`src/rtl/filter_pkg.sv`:
```
// Shared types and the saturating clamp used by every filter lane.
package filter_pkg;

    typedef enum logic [1:0] {
        MODE_MAC = 2'd0,
        MODE_MAX = 2'd1,
        MODE_MIN = 2'd2,
        MODE_RSV = 2'd3
    } mode_e;

    typedef enum logic [1:0] {
        IDLE  = 2'd0,
        ACCUM = 2'd1,
        OUT   = 2'd2
    } state_e;

    // Clamp a signed value into the unsigned range [0, 2^dw - 1].
    function automatic logic [63:0] sat_clamp(input logic signed [63:0] v, input int unsigned dw);
        logic signed [63:0] maxv;
        maxv = (64'sd1 <<< dw) - 64'sd1;
        if (v < 64'sd0)
            return '0;
        if (v > maxv)
            return maxv;
        return v;
    endfunction

endpackage

```
`src/rtl/filter_lane.sv`:
```
// One pixel lane: signed multiply-accumulate or unsigned max/min, with the final
// result shifted, clamped and registered when the last tap of a window arrives.
module filter_lane
    import filter_pkg::*;
#(
    parameter int DW   = 18,
    parameter int CW   = 8,
    parameter int TAPS = 9
) (
    input  logic                 clk_i,
    input  logic                 rst_ni,
    input  logic                 load_i,
    input  logic                 init_i,
    input  logic                 final_i,
    input  logic [1:0]           mode_i,
    input  logic [4:0]           shift_i,
    input  logic signed [CW-1:0] coef_i,
    input  logic [DW-1:0]        pix_i,
    output logic [DW-1:0]        res_o
);

    localparam int AW = DW + CW + 1 + $clog2(TAPS);
    localparam int PW = DW + CW + 1;

    logic signed [AW-1:0] acc_q, acc_d, shifted;
    logic signed [DW:0]   pix_s;
    logic signed [PW-1:0] prod;
    logic [DW-1:0]        res_q, res_d, cur;
    mode_e                mode;

    always_comb begin
        mode    = mode_e'(mode_i);
        pix_s   = {1'b0, pix_i};
        prod    = PW'(pix_s) * PW'(coef_i);
        cur     = acc_q[DW-1:0];
        // Max/min reuse the accumulator's low bits as the running extreme.
        case (mode)
            MODE_MAX: acc_d = (init_i || pix_i > cur) ? AW'(pix_i) : acc_q;
            MODE_MIN: acc_d = (init_i || pix_i < cur) ? AW'(pix_i) : acc_q;
            default:  acc_d = init_i ? AW'(prod) : acc_q + AW'(prod);
        endcase
        shifted = acc_d >>> shift_i;
        if (mode == MODE_MAX || mode == MODE_MIN)
            res_d = acc_d[DW-1:0];
        else
            res_d = DW'(sat_clamp(64'(shifted), DW));
    end

    always_ff @(posedge clk_i or negedge rst_ni) begin
        if (!rst_ni) begin
            acc_q <= '0;
            res_q <= '0;
        end else begin
            if (load_i)
                acc_q <= acc_d;
            if (final_i)
                res_q <= res_d;
        end
    end

    assign res_o = res_q;

endmodule

```
`src/rtl/simd_filter_engine.sv`:
```
// Multi-lane filter engine: window FSM, tap counter, coefficient file and
// valid/ready handshakes around LANES independent filter_lane datapaths.
module simd_filter_engine
    import filter_pkg::*;
#(
    parameter int LANES = 3,
    parameter int DW    = 18,
    parameter int TAPS  = 9,
    parameter int CW    = 8
) (
    input  logic                       CLK,
    input  logic                       RST,
    input  logic                       clr,
    input  logic [1:0]                 mode,
    input  logic [4:0]                 shift,
    input  logic                       coef_we,
    input  logic [$clog2(TAPS)-1:0]    coef_addr,
    input  logic [CW-1:0]              coef_data,
    input  logic                       in_valid,
    output logic                       in_ready,
    input  logic [LANES-1:0][DW-1:0]   in_data,
    output logic                       out_valid,
    input  logic                       out_ready,
    output logic [LANES-1:0][DW-1:0]   out_data,
    output logic                       busy
);

    localparam int TW = $clog2(TAPS);

    state_e          state_q;
    logic [TW-1:0]   tap_q;
    logic [1:0]      mode_q;
    logic [4:0]      shift_q;
    logic [CW-1:0]   coef_q [TAPS];
    logic            out_valid_q;

    logic            accept, is_idle, last;
    logic [1:0]      mode_sel;
    logic [4:0]      shift_sel;
    logic [CW-1:0]   coef_sel;

    assign is_idle   = (state_q == IDLE);
    assign in_ready  = (state_q != OUT);
    assign busy      = !is_idle;
    assign out_valid = out_valid_q;
    assign accept    = in_valid && in_ready && !clr;
    assign last      = (state_q == ACCUM) && (tap_q == TW'(TAPS - 1));
    // Tap 0 arrives before mode/shift are latched, so take them straight from the ports.
    assign mode_sel  = is_idle ? mode  : mode_q;
    assign shift_sel = is_idle ? shift : shift_q;
    assign coef_sel  = coef_q[tap_q];

    always_ff @(posedge CLK or negedge RST) begin
        if (!RST) begin
            state_q     <= IDLE;
            tap_q       <= '0;
            mode_q      <= '0;
            shift_q     <= '0;
            out_valid_q <= 1'b0;
        end else if (clr) begin
            state_q     <= IDLE;
            tap_q       <= '0;
            out_valid_q <= 1'b0;
        end else begin
            case (state_q)
                IDLE: if (in_valid) begin
                    mode_q  <= mode;
                    shift_q <= shift;
                    tap_q   <= TW'(1);
                    state_q <= ACCUM;
                end
                ACCUM: if (in_valid) begin
                    if (last) begin
                        tap_q       <= '0;
                        out_valid_q <= 1'b1;
                        state_q     <= OUT;
                    end else begin
                        tap_q <= tap_q + TW'(1);
                    end
                end
                OUT: if (out_ready) begin
                    out_valid_q <= 1'b0;
                    state_q     <= IDLE;
                end
                default: state_q <= IDLE;
            endcase
        end
    end

    always_ff @(posedge CLK or negedge RST) begin
        if (!RST) begin
            for (int unsigned i = 0; i < TAPS; i++)
                coef_q[i] <= '0;
        end else if (coef_we && is_idle && (int'(coef_addr) < TAPS)) begin
            coef_q[coef_addr] <= coef_data;
        end
    end

    for (genvar l = 0; l < LANES; l++) begin : g_lane
        filter_lane #(
            .DW   (DW),
            .CW   (CW),
            .TAPS (TAPS)
        ) u_lane (
            .clk_i   (CLK),
            .rst_ni  (RST),
            .load_i  (accept),
            .init_i  (is_idle),
            .final_i (accept && last),
            .mode_i  (mode_sel),
            .shift_i (shift_sel),
            .coef_i  (coef_sel),
            .pix_i   (in_data[l]),
            .res_o   (out_data[l])
        );
    end

endmodule

```
`config.mk`:
```
export PLATFORM = sky130hd
export DESIGN_NAME = simd_filter_engine
export DESIGN_NICKNAME = d
export VERILOG_FILES = /design/src/rtl/filter_pkg.sv /design/src/rtl/filter_lane.sv /design/src/rtl/simd_filter_engine.sv
export SDC_FILE = /design/constraint.sdc
export NUM_CORES = 2
export LEC_CHECK = 0
export ABC_AREA = 1
export CAP_MARGIN = 20
export CORE_UTILIZATION = 28
export DETAILED_ROUTE_END_ITERATION = 8
export PLACE_DENSITY = 0.51
export SLEW_MARGIN = 20
export SYNTH_ARGS = -nofsm -noshare
export SYNTH_HDL_FRONTEND = slang
export SYNTH_SLANG_ARGS = --single-unit
```
`constraint.sdc`:
```
create_clock -name CLK -period 9.7 [get_ports CLK]
set_input_delay 2.425 -clock CLK [delete_from_list [all_inputs] [get_ports CLK]]
set_output_delay 2.425 -clock CLK [all_outputs]
set_load 0.05 [all_outputs]
```
==> flow_summary.ini <==
[placed_design]
placed_area_sq_um = 49700
portBuffers = 135
dp_hpwl_microns = 138000
gp_congestion = 0.944

[global_route]
grt_pass1_vias = 45062
grt_pass1_wl_microns = 262000
grt_use_total_pct = 22.7
grt_remaining_overflow = 0
grt_max_degree = 143
antenna_found_initial = 8

[sta]
tightest_slew_ns = 1.10
slew_headroom_pct = 26.2
finalSetupViolCount = 0
min_period_over_period_pct = 95.9
final_hold_viol_count = 0
timing.fmax_mhz = 107
finClkSkew_ns = 0.0297
min_period_ns = 9.30
drv_slew = 0

[route]
routed_wl_microns = 169000
dr.pass1.iters = 6
wire_per_inst_microns = 18.2
vias = 44879
drt_iter0_drc = 3019
drt-vias-per-instance = 4.83
drtAntennaViolNets = 0
drc = 0

[cells_and_area]
drive_gt1_share_pct = 16.2
most-common-layout-cells = 1845 x nand2_1, 1007 x inv_1, 767 x nand3_1
num-nets-final = 8058
final_area_sq_um = 52200
syn2layout_area_growth_pct = 26.4
layout_commonest_cell = nand2_1

[worst_setup_path]
reg2reg_depth = 47
critPathSlowestCell = clkdlybuf4s50_1
critPathRequiredTime_ns = 10.17
crit_top_cell = nand2_1
critPathKind = input pin to register
rr_endpoint = g_lane[2].u_lane.res_o[2]
critPathLaunchType = input pin
crit_path_end_kind = register
critPathArrivalTime_ns = 9.77
rrSetupSlack_ns = 0.77
slowest_delay_ns = 0.62
crit_fanout = 6
timing.rr.start = tap_q[0]

[die]
die_w_microns = 386
io_pins = 136
die_h_microns = 386
dieArea_sq_um = 149000
start_util_pct = 28.3
floorplan.rows = 140
fp.coreArea_sq_um = 146000

[synthesis]
synth_cell_types = 58
synth_top_area_cell = nand2_1
syn_area_sq_um = 41300
synth-seq-area-share_pct = 14.1
synth-edff-count = 0
yosysWarnings = 0
netlist.area_leader.share_pct = 17.1
ys.flop_type = dfrtp_1
netlist_instances = 6665
synth_seq_cells = 233
async_flop_share_pct = 100
syn_area_per_cell_sq_um = 6.20
syn-num-nets = 7384
synthTopCellsByArea = nand2_1 17%, fa_1 14%, dfrtp_1 14%

[cts]
cts-root-buf = clkbuf_16
numCtsBuffers = 35
path_clk_slew_ns = 0.06
htreeDepth = 2
clock_sinks = 233
clk_latency_ns = 0.60
clk_path_buf_depth = 3
cts_tree = yes

[min_path]
holdPathEnd = shift_q[3]
hold_path_depth = 2
min_path_type = register to register
hp-start = shift_q[3]

[job]
cap_viol_max_count = 0

[outcome]
run_status = complete, no violations
[state kept, by name, summed over array words and instances (netlist names)]
| register | count |
|---|---|
| coef_q | 72 |
| g_lane.u_lane.res_o | 54 |
| shift_q | 5 |
| out_valid | 1 |
| g_lane.u_lane.acc_q | 93 |
| state_q | 2 |
| tap_q | 4 |
| mode_q | 2 |
[per-layer routing]
layer  GRT usage (%)  share of wire (%)  routed length (microns)  up-vias
li1                -                  -                        -    22441
met1            28.2                 43                    72600    21164
met2            40.5                 49                    82800      984
met3            2.06                3.8                     6340      278
met4            8.15                4.1                     6970       12
met5               0              0.048                       81        -
[synth_stat cells (38+ instances only)]
library cell	instances
nand2_1	1877
inv_1	1034
nand3_1	806
nor2_1	739
o21ai_0	367
ha_1	346
fa_1	294
a21oi_1	271
dfrtp_1	233
clkbuf_1	132
buf_1	55
nand4_1	55
buf_2	50
nor3_1	38
[worst max-delay path, delay by kind of cell]
kind	cells	cell delay, ns
AOI/OAI and AO/OA	1	0.14
adders and majority gates	6	2.69
buffers and inverters	5	1.13
and+or+nand+nor	31	3.38
[worst max-delay path by stage]
stage,startpoint,end,slack [ns],cells past startpoint
after floorplan,in_data[24],g_lane[1].u_lane.res_o[11],1.26,48
after global placement,in_data[26],g_lane[1].u_lane.res_o[0],-0.57,44
after detailed placement,in_data[24],g_lane[1].u_lane.res_o[14],-0.51,45
after CTS,in_data[26],g_lane[1].u_lane.res_o[1],0.09,45
after global routing,in_data[8],g_lane[0].u_lane.res_o[8],-0.03,48
final,in_data[52],g_lane[2].u_lane.res_o[2],0.40,43
[cell families (layout without fill, tap and decap cells)]
kind of cell / after synthesis / after routing / synth area share, %
DFF: 233 / 233 / 14.1
other: 0 / 1 / 0
adders and majority gates: 640 / 640 / 24.7
xor gates and xnor gates: 48 / 48 / 1.02
buffers and inverters: 1311 / 2008 / 12.2
AOI/OAI and AO/OA: 787 / 787 / 10.5
and+or+nand+nor: 3642 / 3645 / 37.3
muxes: 4 / 4 / 0.106
[per-stage QoR]
| stage | utilization (%) | TNS [ns] | worst slack, ns | std cells | hold slack, ns |
|---|---|---|---|---|---|
| after floorplan | - | 0 | 1.26 | 6665 | 0.446 |
| after global placement | 34.0 | -21.13 | -0.568 | 9198 | 0.461 |
| after detailed placement | 34.0 | -22.17 | -0.515 | 9198 | 0.464 |
| after CTS | 34.8 | 0 | 0.0898 | 9261 | 0.480 |
| after global routing | 35.7 | -0.103 | -0.0253 | 9282 | 0.495 |
| final | 35.7 | 0 | 0.396 | 9283 | 0.475 |
[area by class of cell]
class,count,area (sq um)
Tap cell,1917,2400
Clock buffer,47,1010
Antenna cell,1,2.50
Multi-Input combinational cell,5124,31600
Inverter,1065,4030
Sequential cell,233,5830
Timing Repair Buffer,880,7190
Clock inverter,16,143
Fill cell,16219,93900
[timing repair]
action                                  in CTS  in global routing
setup buffers                                0                 18
endpoints found under the setup margin       0                 54
resized for setup                            0                321
hold buffers                                 0                  0
Power is not shown: default switching activity piles up to over one toggle a cycle in this logic, so the estimate is an artifact.
